**config.mk**
```make
export PLATFORM = sky130hd
export DESIGN_NAME = exp_normalize_block
export DESIGN_NICKNAME = d
export VERILOG_FILES = /design/src/rtl/softmax_pkg.sv /design/src/rtl/fxp_divider.sv /design/src/rtl/exp_normalize_block.sv
export SDC_FILE = /design/constraint.sdc
export NUM_CORES = 1
export LEC_CHECK = 0
export ABC_CLOCK_PERIOD_IN_PS = 4750
export CAP_MARGIN = 20
export CORE_UTILIZATION = 30
export CTS_CLUSTER_DIAMETER = 40
export DETAILED_ROUTE_END_ITERATION = 8
export MAX_ROUTING_LAYER = met4
export RECOVER_POWER = 50
export SYNTH_ARGS = -nofsm -noshare
export SYNTH_HDL_FRONTEND = slang
export SYNTH_SLANG_ARGS = --single-unit
```
**constraint.sdc**
```tcl
create_clock -name clock_i -period 4.75 [get_ports clock_i]
set_input_delay 0.475 -clock clock_i [delete_from_list [all_inputs] [get_ports clock_i]]
set_output_delay 0.475 -clock clock_i [all_outputs]
set_load 0.005 [all_outputs]
```
**src/rtl/softmax_pkg.sv**
```systemverilog
// Shared softmax definitions: default sizing, normalize-stage FSM encoding,
// and the accumulator width helper.
package softmax_pkg;

  localparam int DATA_SIZE_DEF      = 32;
  localparam int NUMBER_OF_DATA_DEF = 10;
  localparam int FRAC_BITS_DEF      = 16;

  typedef enum logic [2:0] {
    COLLECT = 3'd0,
    LOAD    = 3'd1,
    DIVIDE  = 3'd2,
    EMIT    = 3'd3,
    DONE    = 3'd4
  } norm_state_e;

  // A sum of n words of data_w bits fits in data_w + clog2(n) bits.
  function automatic int sum_width(input int data_w, input int n);
    return data_w + $clog2(n);
  endfunction

endpackage

```
**src/rtl/fxp_divider.sv**
```systemverilog
// Restoring divider, one quotient bit per cycle, QUOTIENT_W cycles per result.
// Caller guarantees dividend >> QUOTIENT_W < divisor; a zero divisor yields 0.
module fxp_divider #(
  parameter int DIVIDEND_W = 48,
  parameter int DIVISOR_W  = 36,
  parameter int QUOTIENT_W = 32
) (
  input  logic                  clock_i,
  input  logic                  reset_n_i,
  input  logic                  start_i,
  input  logic [DIVIDEND_W-1:0] dividend_i,
  input  logic [DIVISOR_W-1:0]  divisor_i,
  output logic                  busy_o,
  output logic                  done_o,
  output logic [QUOTIENT_W-1:0] quotient_o
);

  localparam int CNT_W = $clog2(QUOTIENT_W);

  logic [DIVISOR_W-1:0]  rem_q, divisor_q, src_rem, src_div, rem_n;
  logic [QUOTIENT_W-1:0] quo_q, src_quo, quo_n;
  logic [DIVISOR_W:0]    shifted;
  logic                  qbit;
  logic [CNT_W-1:0]      cnt_q;
  logic                  busy_q, done_q;

  // The start edge performs the first iteration directly on the new operands,
  // so the result is complete after exactly QUOTIENT_W edges.
  always_comb begin
    // NOTE: every combinational signal gets a default first so no path infers a latch.
    src_rem = rem_q;
    src_quo = quo_q;
    src_div = divisor_q;
    if (start_i) begin
      src_rem = DIVISOR_W'(dividend_i >> QUOTIENT_W);
      src_quo = dividend_i[QUOTIENT_W-1:0];
      src_div = divisor_i;
    end
    shifted = {src_rem, src_quo[QUOTIENT_W-1]};
    qbit    = (src_div != '0) && (shifted >= {1'b0, src_div});
    rem_n   = qbit ? DIVISOR_W'(shifted - {1'b0, src_div}) : shifted[DIVISOR_W-1:0];
    quo_n   = {src_quo[QUOTIENT_W-2:0], qbit};
  end

  always_ff @(posedge clock_i or negedge reset_n_i) begin
    if (!reset_n_i) begin
      rem_q     <= '0;
      quo_q     <= '0;
      divisor_q <= '0;
      cnt_q     <= '0;
      busy_q    <= 1'b0;
      done_q    <= 1'b0;
    end else begin
      // NOTE: non-blocking assignments so every register samples pre-edge values.
      done_q <= 1'b0;
      if (start_i) begin
        rem_q     <= rem_n;
        quo_q     <= quo_n;
        divisor_q <= divisor_i;
        cnt_q     <= CNT_W'(QUOTIENT_W - 1);
        busy_q    <= 1'b1;
      end else if (busy_q) begin
        rem_q <= rem_n;
        quo_q <= quo_n;
        cnt_q <= cnt_q - 1'b1;
        if (cnt_q == CNT_W'(1)) begin
          busy_q <= 1'b0;
          done_q <= 1'b1;
        end
      end
    end
  end

  assign busy_o     = busy_q;
  assign done_o     = done_q;
  assign quotient_o = quo_q;

endmodule

```
**src/rtl/exp_normalize_block.sv**
```systemverilog
// Softmax normalize stage: buffers N exp values, sums them, then emits each
// value divided by the sum, one result every data_size+2 cycles.
module exp_normalize_block
  import softmax_pkg::*;
#(
  parameter int data_size      = DATA_SIZE_DEF,
  parameter int number_of_data = NUMBER_OF_DATA_DEF,
  parameter int frac_bits      = FRAC_BITS_DEF
) (
  input  logic                 clock_i,
  input  logic                 reset_n_i,
  input  logic [data_size-1:0] exp_data_i,
  input  logic                 exp_data_valid_i,
  output logic [data_size-1:0] norm_data_o,
  output logic                 norm_data_valid_o,
  output logic                 norm_done_o
);

  localparam int SUM_W = sum_width(data_size, number_of_data);
  localparam int IDX_W = $clog2(number_of_data);
  localparam int DVD_W = data_size + frac_bits;
  localparam logic [IDX_W-1:0] LAST_IDX = IDX_W'(number_of_data - 1);

  norm_state_e          state_q;
  logic [data_size-1:0] buf_q [number_of_data];
  logic [SUM_W-1:0]     sum_q;
  logic [IDX_W-1:0]     in_cnt_q, out_cnt_q;
  logic [data_size-1:0] norm_data_q;
  logic                 norm_valid_q, norm_done_q;

  logic                 div_start, div_busy, div_done;
  logic [DVD_W-1:0]     div_dividend;
  logic [data_size-1:0] div_quotient;

  assign div_start    = (state_q == LOAD) && !div_busy;
  assign div_dividend = {buf_q[out_cnt_q], {frac_bits{1'b0}}};

  fxp_divider #(
    .DIVIDEND_W(DVD_W),
    .DIVISOR_W (SUM_W),
    .QUOTIENT_W(data_size)
  ) u_div (
    .clock_i   (clock_i),
    .reset_n_i (reset_n_i),
    .start_i   (div_start),
    .dividend_i(div_dividend),
    .divisor_i (sum_q),
    .busy_o    (div_busy),
    .done_o    (div_done),
    .quotient_o(div_quotient)
  );

  always_ff @(posedge clock_i or negedge reset_n_i) begin
    if (!reset_n_i) begin
      state_q      <= COLLECT;
      in_cnt_q     <= '0;
      out_cnt_q    <= '0;
      sum_q        <= '0;
      norm_data_q  <= '0;
      norm_valid_q <= 1'b0;
      norm_done_q  <= 1'b0;
      // NOTE: the buffer is cleared too, so nothing from an aborted pass survives reset.
      for (int i = 0; i < number_of_data; i++) buf_q[i] <= '0;
    end else begin
      norm_valid_q <= 1'b0;
      case (state_q)
        COLLECT: begin
          if (exp_data_valid_i) begin
            buf_q[in_cnt_q] <= exp_data_i;
            sum_q           <= sum_q + SUM_W'(exp_data_i);
            if (in_cnt_q == LAST_IDX) begin
              state_q   <= LOAD;
              out_cnt_q <= '0;
            end else begin
              in_cnt_q <= in_cnt_q + 1'b1;
            end
          end
        end
        LOAD:   if (div_start) state_q <= DIVIDE;
        DIVIDE: if (div_done)  state_q <= EMIT;
        EMIT: begin
          norm_data_q  <= div_quotient;
          norm_valid_q <= 1'b1;
          if (out_cnt_q < LAST_IDX) begin
            out_cnt_q <= out_cnt_q + 1'b1;
            state_q   <= LOAD;
          end else begin
            norm_done_q <= 1'b1;
            state_q     <= DONE;
          end
        end
        DONE:    state_q <= DONE;
        default: state_q <= COLLECT;
      endcase
    end
  end

  assign norm_data_o       = norm_data_q;
  assign norm_data_valid_o = norm_valid_q;
  assign norm_done_o       = norm_done_q;

endmodule

```
==> qor.csv, run 1 <==
metric,value,unit
count of vias placed by the detailed router,17700,
endpoint class of the critical path,flip-flop,
placed cell count,3317,
total power after layout,24.8,mW
sink count of the clock tree,512,
number of remaining DRC errors,0,
maximum fanout along the worst path,16,
power share of the combinational group,45.5,%
part of the cycle the worst path needs,95.1,%
synthesized netlist net count,2306,
aggregate routed wire length,71.2,mm
Initial Util,30.4,%
placeable core region,85300,µm²
number of storage elements in the synthesis netlist,512,
internal portion of total power,15.3,mW
Worst-Skew Late Latency,0.62,ns
power density over the cells,809,nW/µm²
Critical Path AT,5.01,ns
violations in the final reports,"max-capacitance violations, max-slew violations",
number of antenna violations at the first check in global routing,7,
leftover overflow at the end of global routing,0,
number of enable-type register cells in the synthesized netlist,0,
final routed wire length divided by cell count,20.6,µm
clock slew at reported path FFs,0.06,ns
final worst clock skew,0.0262,ns
Area growth syn-to-layout,18.5,%
largest net degree at the start of global routing,121,
fraction of power consumed by the clock network,23.2,%
root cell of the clock tree,sky130_fd_sc_hd__clkbuf_16,
count of fill cells added during filler insertion,8232,
leading register cell type out of synthesis,sky130_fd_sc_hd__dfrtp_1,
quantity of I/O buffers inserted on ports,68,
Clock H-tree levels,3,
startpoint-to-endpoint class of the critical path,flip-flop to flip-flop,
Max Clock Freq,221,MHz
number of DRC violations after detailed-routing iteration 0,1174,
Boundary Pins,69,
total routing usage reported by global routing,17.2,%
global-route wire length before repair,112,mm
Least-Margin Pin Slew,3.13,ns
average vias per placed instance,5.12,
net switching power,9.49,mW
setup violation total in the final timing report,0,
total number of placement rows,107,
worst max-slew margin expressed relative to the limit,-108,%
Maximum Capacitance Violations,3,
number of nets in the layout,2368,
peak supply drop,495,µV
TritonCTS buffer count,75,
net switching fraction of the power,38.2,%
max-slew violations,222,
number of global-route vias before repair,18700,
number of cells produced by synthesis,2193,
Hold Path Class,flip-flop to flip-flop,
number of failing hold endpoints at the final stage,0,
"Avg Cell Area, Syn",11.8,µm²
leakage power,13.8,nW
setup repair after global routing missed its margin,false,
CTS tree,done,
"Data required, critical path",5.24,ns
minimum clock period after layout,4.52,ns
gp weighted congestion,0.925,
asr flop ratio synth,100,%
CTS Buffer Depth,3,
element type at the critical path start,flip-flop,
standard cell area after detailed placement,28000,µm²
portion of the post-synthesis area used by sequential elements,49.5,%
number of distinct library cells after synthesis,69,
"commonest cells after routing, fill and taps aside","sky130_fd_sc_hd__dfrtp_1 (510), sky130_fd_sc_hd__mux2_2 (316), sky130_fd_sc_hd__nand2_1 (219), sky130_fd_sc_hd__mux2i_1 (98), sky130_fd_sc_hd__o21ai_0 (91)",
vertical extent of the die,296,µm
status,"finished, violations left",
post-detailed-route count of antenna-violating nets,0,
Post-Route Setup TNS,0,ns
fraction of layout cells with a size suffix above 1,26.2,%
Die Area,87500,µm²
sequential power share,31.3,%
most frequent standard cell in the layout excluding fill and tap cells,sky130_fd_sc_hd__dfrtp_1,
"Design Area, Final",30700,µm²
DP HPWL,47.8,mm
Yosys Warn Count,0,
Detailed Routing Iterations Pass 1,7,
die width,296,µm
Netlist Area Pre-Place,25900,µm²
Layout Cells excl Fill,3464,
## cells by family after synthesis
group | synth area share, %
simple gates | 7.89
compound gates | 10.0
xor+xnor | 2.17
flops | 49.5
fa+ha+maj | 3.83
mux | 23.1
buf+inv | 3.49
## per-layer routing
metal  routed length [µm]  GRT usage [%]  vias to the layer above
met5                    0              -                        -
met4                 1870           5.51                        0
met3                 3630           3.13                      117
met2                34500           27.6                      414
met1                31200           21.8                     9095
li1                     -              -                     8094
## through the flow
stage               utilization, %  hold slack, ns  worst slack [ns]
floorplan                        -           0.179             0.567
global placement              32.9           0.457            0.0914
detailed placement            32.9           0.467           0.00157
CTS                           35.9          0.0119            0.0697
global route                  36.0           0.504           0.00154
finish                        36.0           0.475             0.232
## worst paths after layout
kind | slack, ns | to | startpoint | cells after the start
max in group asynchronous | 0.93 | buf_q[13] | reset_n_i | 2
min in group asynchronous | 0.88 | buf_q[245] | reset_n_i | 1
worst max-delay path | 0.23 | u_div.rem_q[20] | out_cnt_q[0] | 14
worst max register to register | 0.23 | u_div.rem_q[20] | out_cnt_q[0] | 14
worst min register to register | 0.48 | norm_data_o[26] | norm_data_o[26] | 2
worst min-delay path | 0.48 | norm_data_o[26] | norm_data_o[26] | 2
## power by group through the flow
stage               Sequential (mW)  Combinational [mW]  Clock [mW]
global placement               7.73                11.0           0
global route                   8.03                12.4        6.06
floorplan                      7.23                8.39           0
CTS                            7.79                11.2        5.87
detailed placement             7.85                11.2           0
finish                         7.78                11.3        5.75
## sequential cells by signal (all words and copies together) (netlist names), 3 cells and up
name / count
out_cnt_q: 4
norm_data_o: 32
u_div.quotient_o: 32
sum_q: 36
in_cnt_q: 4
u_div.cnt_q: 5
buf_q: 320
state_q: 3
u_div.rem_q: 36
u_div.divisor_q: 36
## final cells by class
class | instances | area (µm²) | area share (%)
clock buffer | 95 | 2160 | 7.04
inverter | 80 | 300 | 0.979
timing repair buffer | 131 | 1260 | 4.10
tap | 1144 | 1430 | 4.67
clock inverter | 40 | 467 | 1.52
multi-input combinational | 1455 | 12200 | 39.9
sequential | 512 | 12800 | 41.8
antenna | 7 | 17.5 | 0.0571
## synth_stat cells (14+ instances only)
cell type / n / area (µm²)
sky130_fd_sc_hd__o22ai_1: 14 / 87.6
sky130_fd_sc_hd__o21a_1: 25 / 188
sky130_fd_sc_hd__a21o_1: 27 / 203
sky130_fd_sc_hd__mux2i_1: 98 / 981
sky130_fd_sc_hd__ha_1: 76 / 951
sky130_fd_sc_hd__and2_1: 25 / 156
sky130_fd_sc_hd__clkbuf_1: 60 / 225
sky130_fd_sc_hd__o221ai_1: 19 / 166
sky130_fd_sc_hd__nor3_1: 25 / 125
sky130_fd_sc_hd__xnor2_1: 36 / 315
sky130_fd_sc_hd__o21ai_0: 92 / 460
sky130_fd_sc_hd__nor2_1: 64 / 240
sky130_fd_sc_hd__a22o_1: 18 / 158
sky130_fd_sc_hd__buf_2: 19 / 95.1
sky130_fd_sc_hd__buf_1: 61 / 229
sky130_fd_sc_hd__nor4_1: 18 / 113
sky130_fd_sc_hd__mux2_2: 316 / 3560
sky130_fd_sc_hd__a222oi_1: 14 / 140
sky130_fd_sc_hd__mux4_2: 64 / 1440
sky130_fd_sc_hd__nand3_1: 16 / 80.1
sky130_fd_sc_hd__inv_1: 78 / 293
sky130_fd_sc_hd__dfrtp_1: 512 / 12800
sky130_fd_sc_hd__nand2_1: 227 / 852
sky130_fd_sc_hd__a21oi_1: 89 / 445
sky130_fd_sc_hd__xor2_1: 28 / 245
## worst max-delay path, stage by stage, from the launching register on
cell and delay [ns]:
sky130_fd_sc_hd__dfrtp_4 0.51, sky130_fd_sc_hd__buf_12 0.16, sky130_fd_sc_hd__buf_12 0.15, sky130_fd_sc_hd__mux4_2 0.50
sky130_fd_sc_hd__mux2i_1 0.19, sky130_fd_sc_hd__o221ai_1 0.18, sky130_fd_sc_hd__o21a_1 0.18, sky130_fd_sc_hd__ha_1 0.37
sky130_fd_sc_hd__nand4_1 0.15, sky130_fd_sc_hd__or4_1 0.57, sky130_fd_sc_hd__nor4_1 0.24, sky130_fd_sc_hd__nor3_1 0.09
sky130_fd_sc_hd__a221o_1 0.38, sky130_fd_sc_hd__and2_2 0.36, sky130_fd_sc_hd__a221o_1 0.34
## what timing repair did
action	in CTS	in global routing
hold buffers	0	0
setup endpoints to repair	1	31
setup buffers	0	5
resized for setup	1	5
hold endpoints to repair	0	0
cloned	0	0
Power figures use the tool's default switching activity.
==> run 2, diff against run 1 <==
- CTS_CLUSTER_DIAMETER: 40 -> not set
==> run 2 against run 1 <==
Compared with the run above:
- the flow still finishes with violations (max-capacitance violations, max-slew violations)
- wire length decreased by 0.73%
- maximum frequency down 0.66%
- critical path depth is the same
- via count is 0.21% lower
- largest cell class unchanged
- critical endpoint unchanged
- power fell by 5.9%
==> qor.csv, run 2 (same netlist as run 1, synthesis figures left out) <==
metric,value,unit
Detailed Routing Iterations Pass 1,6,
sequential power share,33.2,%
global-route wire length before repair,111,mm
Max Clock Freq,220,MHz
quantity of I/O buffers inserted on ports,68,
placeable core region,85300,µm²
Critical Path AT,5.02,ns
reg2reg setup slack,0.20,ns
number of flip-flops under the largest register name,320,
sink count of the clock tree,512,
power share of the combinational group,48.3,%
peak supply drop,352,µV
Hold Path Class,flip-flop to flip-flop,
max-slew violations,190,
final-layout worst hold slack,0.475,ns
Die Area,87500,µm²
startpoint-to-endpoint class of the critical path,flip-flop to flip-flop,
minimum clock period after layout,4.55,ns
vertical extent of the die,296,µm
register containing the most flip-flops in the final layout,buf_q,
final worst clock skew,0.0236,ns
depth of the worst register-to-register path,14,
root cell of the clock tree,sky130_fd_sc_hd__clkbuf_16,
final routed wire length divided by cell count,20.6,µm
launch point of the worst reg-to-reg path,out_cnt_q[0],
Post-Route Setup TNS,0,ns
CTS tree,done,
clock slew at reported path FFs,0.07,ns
endpoint class of the critical path,flip-flop,
Initial Util,30.4,%
leftover overflow at the end of global routing,0,
Worst-Skew Late Latency,0.61,ns
CTS Buffer Depth,3,
violations in the final reports,"max-capacitance violations, max-slew violations",
fraction of layout cells with a size suffix above 1,24.8,%
power density over the cells,783,nW/µm²
"Data required, critical path",5.22,ns
total routing usage reported by global routing,16.9,%
leakage power,13.4,nW
TritonCTS buffer count,53,
Boundary Pins,69,
number of antenna violations at the first check in global routing,7,
startpoint of the tightest hold check path,norm_data_o[26],
Area growth syn-to-layout,15.3,%
count of fill cells added during filler insertion,8344,
gp weighted congestion,0.925,
fraction of power consumed by the clock network,18.4,%
maximum fanout along the worst path,16,
destination of the worst register-to-register timing path,u_div.rem_q[20],
"commonest cells after routing, fill and taps aside","sky130_fd_sc_hd__dfrtp_1 (510), sky130_fd_sc_hd__mux2_2 (316), sky130_fd_sc_hd__nand2_1 (219), sky130_fd_sc_hd__mux2i_1 (98), sky130_fd_sc_hd__o21ai_0 (91)",
setup repair after global routing missed its margin,false,
number of failing hold endpoints at the final stage,0,
number of cells on the worst hold path,2,
count of vias placed by the detailed router,17700,
setup violation total in the final timing report,0,
internal portion of total power,14.2,mW
post-detailed-route count of antenna-violating nets,0,
number of DRC violations after detailed-routing iteration 0,1317,
element type at the critical path start,flip-flop,
average vias per placed instance,5.16,
Least-Margin Pin Slew,3.12,ns
Maximum Capacitance Violations,3,
number of nets in the layout,2345,
part of the cycle the worst path needs,95.8,%
die width,296,µm
net switching power,9.12,mW
net switching fraction of the power,39.0,%
number of global-route vias before repair,18500,
aggregate routed wire length,70.7,mm
status,"finished, violations left",
largest net degree at the start of global routing,121,
hold endpoint,norm_data_o[26],
total number of placement rows,107,
number of remaining DRC errors,0,
most frequent standard cell in the layout excluding fill and tap cells,sky130_fd_sc_hd__dfrtp_1,
Clock H-tree levels,2,
worst max-slew margin expressed relative to the limit,-108,%
DP HPWL,47.8,mm
==> run 2: cell types whose count changed in the layout (fill, tap and decap cells not counted), sizes merged <==
cell,previous run,this run
dlygate4sd3,0,1
clkinv,12,10
clkbuf,101,83
bufinv,6,4
clkinvlp,7,4
clkdlybuf4s50,67,66
inv,95,81
==> run 2: metrics by stage <==
step | power, mW | instance area [µm²] | setup slack [ns] | utilization [%] | std cells
floorplan | 15.6 | 25900 | 0.567 | - | 2193
global placement | 18.7 | 28000 | 0.0914 | 32.9 | 3317
detailed placement | 19.0 | 28000 | 0.00157 | 32.9 | 3317
CTS | 23.4 | 29800 | 0.0397 | 35.0 | 3414
global route | 25.0 | 29900 | 0.0112 | 35.0 | 3425
finish | 23.4 | 29900 | 0.202 | 35.0 | 3425
==> run 2: what timing repair did <==
action,4_1_cts,5_1_grt
setup endpoints to repair,1,29
resized for setup,1,5
hold buffers,0,0
buffers inserted,0,4
==> run 2: power by group through the flow <==
stage / sequential, mW / combinational, mW / clock, mW
final: 7.77 / 11.3 / 4.31
after global routing: 8.02 / 12.4 / 4.60
after CTS: 7.78 / 11.2 / 4.43
after detailed placement: 7.85 / 11.2 / 0
after global placement: 7.73 / 11.0 / 0
after floorplan: 7.23 / 8.39 / 0
==> run 2: worst max-delay path by stage <==
stage	from	to	slack, ns	cells past startpoint
6_report	out_cnt_q[0]	u_div.rem_q[20]	0.20	14
5_1_grt	out_cnt_q[0]	u_div.rem_q[20]	0.01	14
4_1_cts	out_cnt_q[0]	u_div.rem_q[20]	0.04	13
3_5_place_dp	out_cnt_q[0]	u_div.rem_q[35]	0.002	17
3_3_place_gp	out_cnt_q[0]	u_div.rem_q[25]	0.09	13
2_1_floorplan	out_cnt_q[0]	u_div.rem_q[31]	0.57	20
==> run 2: per-layer routing <==
layer	track usage, %	up-vias	routed length [µm]
met4	5.36	0	2230
met3	3.33	119	3860
met2	27.1	406	33900
li1	-	8037	-
met5	-	-	0
met1	21.5	9121	30800
==> run 2: final cells by class <==
| class | count | area [µm²] | area share (%) |
|---|---|---|---|
| tap | 1144 | 1430 | 4.79 |
| inverter | 80 | 300 | 1.01 |
| multi-input combinational | 1455 | 12200 | 41.0 |
| antenna | 7 | 17.5 | 0.0587 |
| timing repair buffer | 130 | 1250 | 4.20 |
| sequential | 512 | 12800 | 42.9 |
| clock buffer | 78 | 1570 | 5.26 |
| clock inverter | 19 | 238 | 0.796 |
==> run 2: critical path: stages (launching register included) <==
cell	delay, ns
sky130_fd_sc_hd__dfrtp_4	0.51
sky130_fd_sc_hd__buf_12	0.16
sky130_fd_sc_hd__buf_12	0.15
sky130_fd_sc_hd__mux4_2	0.50
sky130_fd_sc_hd__mux2i_1	0.20
sky130_fd_sc_hd__o221ai_1	0.18
sky130_fd_sc_hd__o21a_1	0.18
sky130_fd_sc_hd__ha_1	0.37
sky130_fd_sc_hd__nand4_1	0.16
sky130_fd_sc_hd__or4_1	0.57
sky130_fd_sc_hd__nor4_1	0.24
sky130_fd_sc_hd__nor3_1	0.09
sky130_fd_sc_hd__a221o_1	0.39
sky130_fd_sc_hd__and2_2	0.36
sky130_fd_sc_hd__a221o_1	0.35
==> run 3, diff against run 2 <==
- HOLD_SLACK_MARGIN: not set -> 0.06
- RECOVER_POWER: 50 -> not set
==> run 3 against run 2 <==
Compared with the run above:
- the flow now finishes without violations
- combinational power is essentially flat
- largest power group unchanged
- clock power hardly changed
- core utilization rose by 0.084 points
- first-iteration DRC count down 7.1%
- die area stayed put
==> qor.csv, run 3 (same netlist as run 1, synthesis figures left out) <==
metric,value,unit
status,completed,
largest net degree at the start of global routing,121,
Clock H-tree levels,2,
setup violation total in the final timing report,0,
final worst clock skew,0.0233,ns
Die Area,87500,µm²
element type at the critical path start,flip-flop,
WP buf/inv,2,
fraction of layout cells with a size suffix above 1,24.9,%
slowest CP cell,sky130_fd_sc_hd__or4_1,
Post-Route Setup TNS,0,ns
hold endpoint,norm_data_o[26],
global-route wire length before repair,111,mm
CTS Buffer Depth,3,
quantity of I/O buffers inserted on ports,68,
"Data required, critical path",5.22,ns
vertical extent of the die,296,µm
endpoint class of the critical path,flip-flop,
clock slew at reported path FFs,0.07,ns
launch point of the worst reg-to-reg path,out_cnt_q[0],
count of fill cells added during filler insertion,8334,
number of flip-flops under the largest register name,320,
Critical Path AT,5.00,ns
number of failing hold endpoints at the final stage,0,
power density over the cells,781,nW/µm²
post-detailed-route count of antenna-violating nets,0,
"Core Util, Final",35.1,%
total routing usage reported by global routing,16.9,%
"commonest cells after routing, fill and taps aside","sky130_fd_sc_hd__dfrtp_1 (510), sky130_fd_sc_hd__mux2_2 (316), sky130_fd_sc_hd__nand2_1 (219), sky130_fd_sc_hd__mux2i_1 (98), sky130_fd_sc_hd__o21ai_0 (91)",
Least-Margin Pin Slew,1.01,ns
startpoint-to-endpoint class of the critical path,flip-flop to flip-flop,
root cell of the clock tree,sky130_fd_sc_hd__clkbuf_16,
setup repair after global routing missed its margin,false,
maximum fanout along the worst path,16,
Top delay family on crit path,simple AND/OR/NAND/NOR gates,
Area growth syn-to-layout,15.6,%
leftover overflow at the end of global routing,0,
ordered cell list for the critical path,buf_12 -> buf_12 -> mux4_2 -> mux2i_1 -> o221ai_1 -> o21a_1 -> ha_1 -> nand4_1 -> or4_1 -> nor4_1 -> nor3_1 -> a221o_1 -> and2_2 -> a221o_1,
count of vias placed by the detailed router,17600,
number of cells on the worst hold path,2,
TritonCTS buffer count,53,
placeable core region,85300,µm²
gp weighted congestion,0.925,
delay of the slowest cell on the worst path,0.56,ns
Detailed Routing Iterations Pass 1,7,
total number of placement rows,107,
DP HPWL,47.8,mm
aggregate routed wire length,70.7,mm
depth of the worst register-to-register path,14,
Initial Util,30.4,%
final routed wire length divided by cell count,20.6,µm
Boundary Pins,69,
number of nets in the layout,2346,
number of DRC violations after detailed-routing iteration 0,1224,
average vias per placed instance,5.15,
sink count of the clock tree,512,
part of the cycle the worst path needs,95.3,%
leakage power,13.4,nW
minimum clock period after layout,4.53,ns
worst max-slew margin expressed relative to the limit,32.8,%
CTS tree,done,
register containing the most flip-flops in the final layout,buf_q,
Maximum Capacitance Violations,0,
reg2reg setup slack,0.22,ns
max-slew violations,0,
number of remaining DRC errors,0,
Max Clock Freq,221,MHz
number of global-route vias before repair,18500,
startpoint of the tightest hold check path,norm_data_o[26],
Worst-Skew Late Latency,0.61,ns
peak supply drop,354,µV
number of antenna violations at the first check in global routing,6,
Hold Path Class,flip-flop to flip-flop,
die width,296,µm
most frequent standard cell in the layout excluding fill and tap cells,sky130_fd_sc_hd__dfrtp_1,
destination of the worst register-to-register timing path,u_div.rem_q[20],
-- run 3: cell types whose count changed in the layout (fill, tap and decap cells not counted), sizes merged --
| cell | change |
|---|---|
| buf | +5 |
| clkbuf | -5 |
| clkdlybuf4s50 | +1 |
| diode | -1 |
-- run 3: metal layers --
| layer | up-vias | track usage (%) | wire length [µm] | part of all wire, % |
|---|---|---|---|---|
| met5 | - | - | 0 | 0 |
| met4 | 0 | 5.36 | 2190 | 3.1 |
| met3 | 122 | 3.28 | 3890 | 5.5 |
| met2 | 417 | 27.1 | 33700 | 48 |
| met1 | 9061 | 21.6 | 30900 | 44 |
| li1 | 8032 | - | - | - |
-- run 3: area by class of cell --
cell class,instances,area [µm²],share of cell area (%)
clock buffer,78,1570,5.25
sequential,512,12800,42.8
inverter,80,300,1.00
multi-input combinational,1455,12200,40.9
timing repair buffer,131,1320,4.39
tap,1144,1430,4.78
clock inverter,19,238,0.794
antenna,6,15.0,0.0502
-- run 3: worst max-delay path by stage --
stage	start	end	slack (ns)	cells after the start
2_1_floorplan	out_cnt_q[0]	u_div.rem_q[31]	0.57	20
3_3_place_gp	out_cnt_q[0]	u_div.rem_q[25]	0.09	13
3_5_place_dp	out_cnt_q[0]	u_div.rem_q[35]	0.002	17
4_1_cts	out_cnt_q[0]	u_div.rem_q[20]	0.04	13
5_1_grt	out_cnt_q[0]	u_div.rem_q[20]	0.02	14
6_report	out_cnt_q[0]	u_div.rem_q[20]	0.22	14
-- run 3: stage by stage --
| stage | instances | cell area, µm² | power, mW | hold WS, ns | worst slack (ns) |
|---|---|---|---|---|---|
| 3_5_place_dp | 3317 | 28000 | 19.0 | 0.467 | 0.00157 |
| 3_3_place_gp | 3317 | 28000 | 18.7 | 0.457 | 0.0914 |
| 5_1_grt | 3425 | 29900 | 25.0 | 0.505 | 0.0153 |
| 2_1_floorplan | 2193 | 25900 | 15.6 | 0.179 | 0.567 |
| 6_report | 3425 | 29900 | 23.4 | 0.476 | 0.225 |
| 4_1_cts | 3415 | 29800 | 23.4 | 0.483 | 0.0397 |
-- run 3: power breakdown --
| group | internal, mW | leakage [nW] | total [mW] | switching, mW |
|---|---|---|---|---|
| Combinational | 5.34 | 6.09 | 11.3 | 5.95 |
| Clock | 2.51 | 0.881 | 4.31 | 1.80 |
| Sequential | 6.40 | 6.42 | 7.77 | 1.36 |
-- run 3: tightest hold or removal path, stage by stage, from the launching register on --
cell	delay, ns
sky130_fd_sc_hd__dfrtp_1	0.34
sky130_fd_sc_hd__nand2_1	0.05
sky130_fd_sc_hd__nand2_1	0.06
-- run 3: what timing repair did --
| item | in CTS | in global routing |
|---|---|---|
| gates resized for setup | 1 | 5 |
| setup endpoints to repair | 1 | 29 |
| hold buffers | 1 | 0 |
| setup buffers | 0 | 4 |
| pin swaps | 0 | 0 |
| hold endpoints to repair | 99 | 0 |
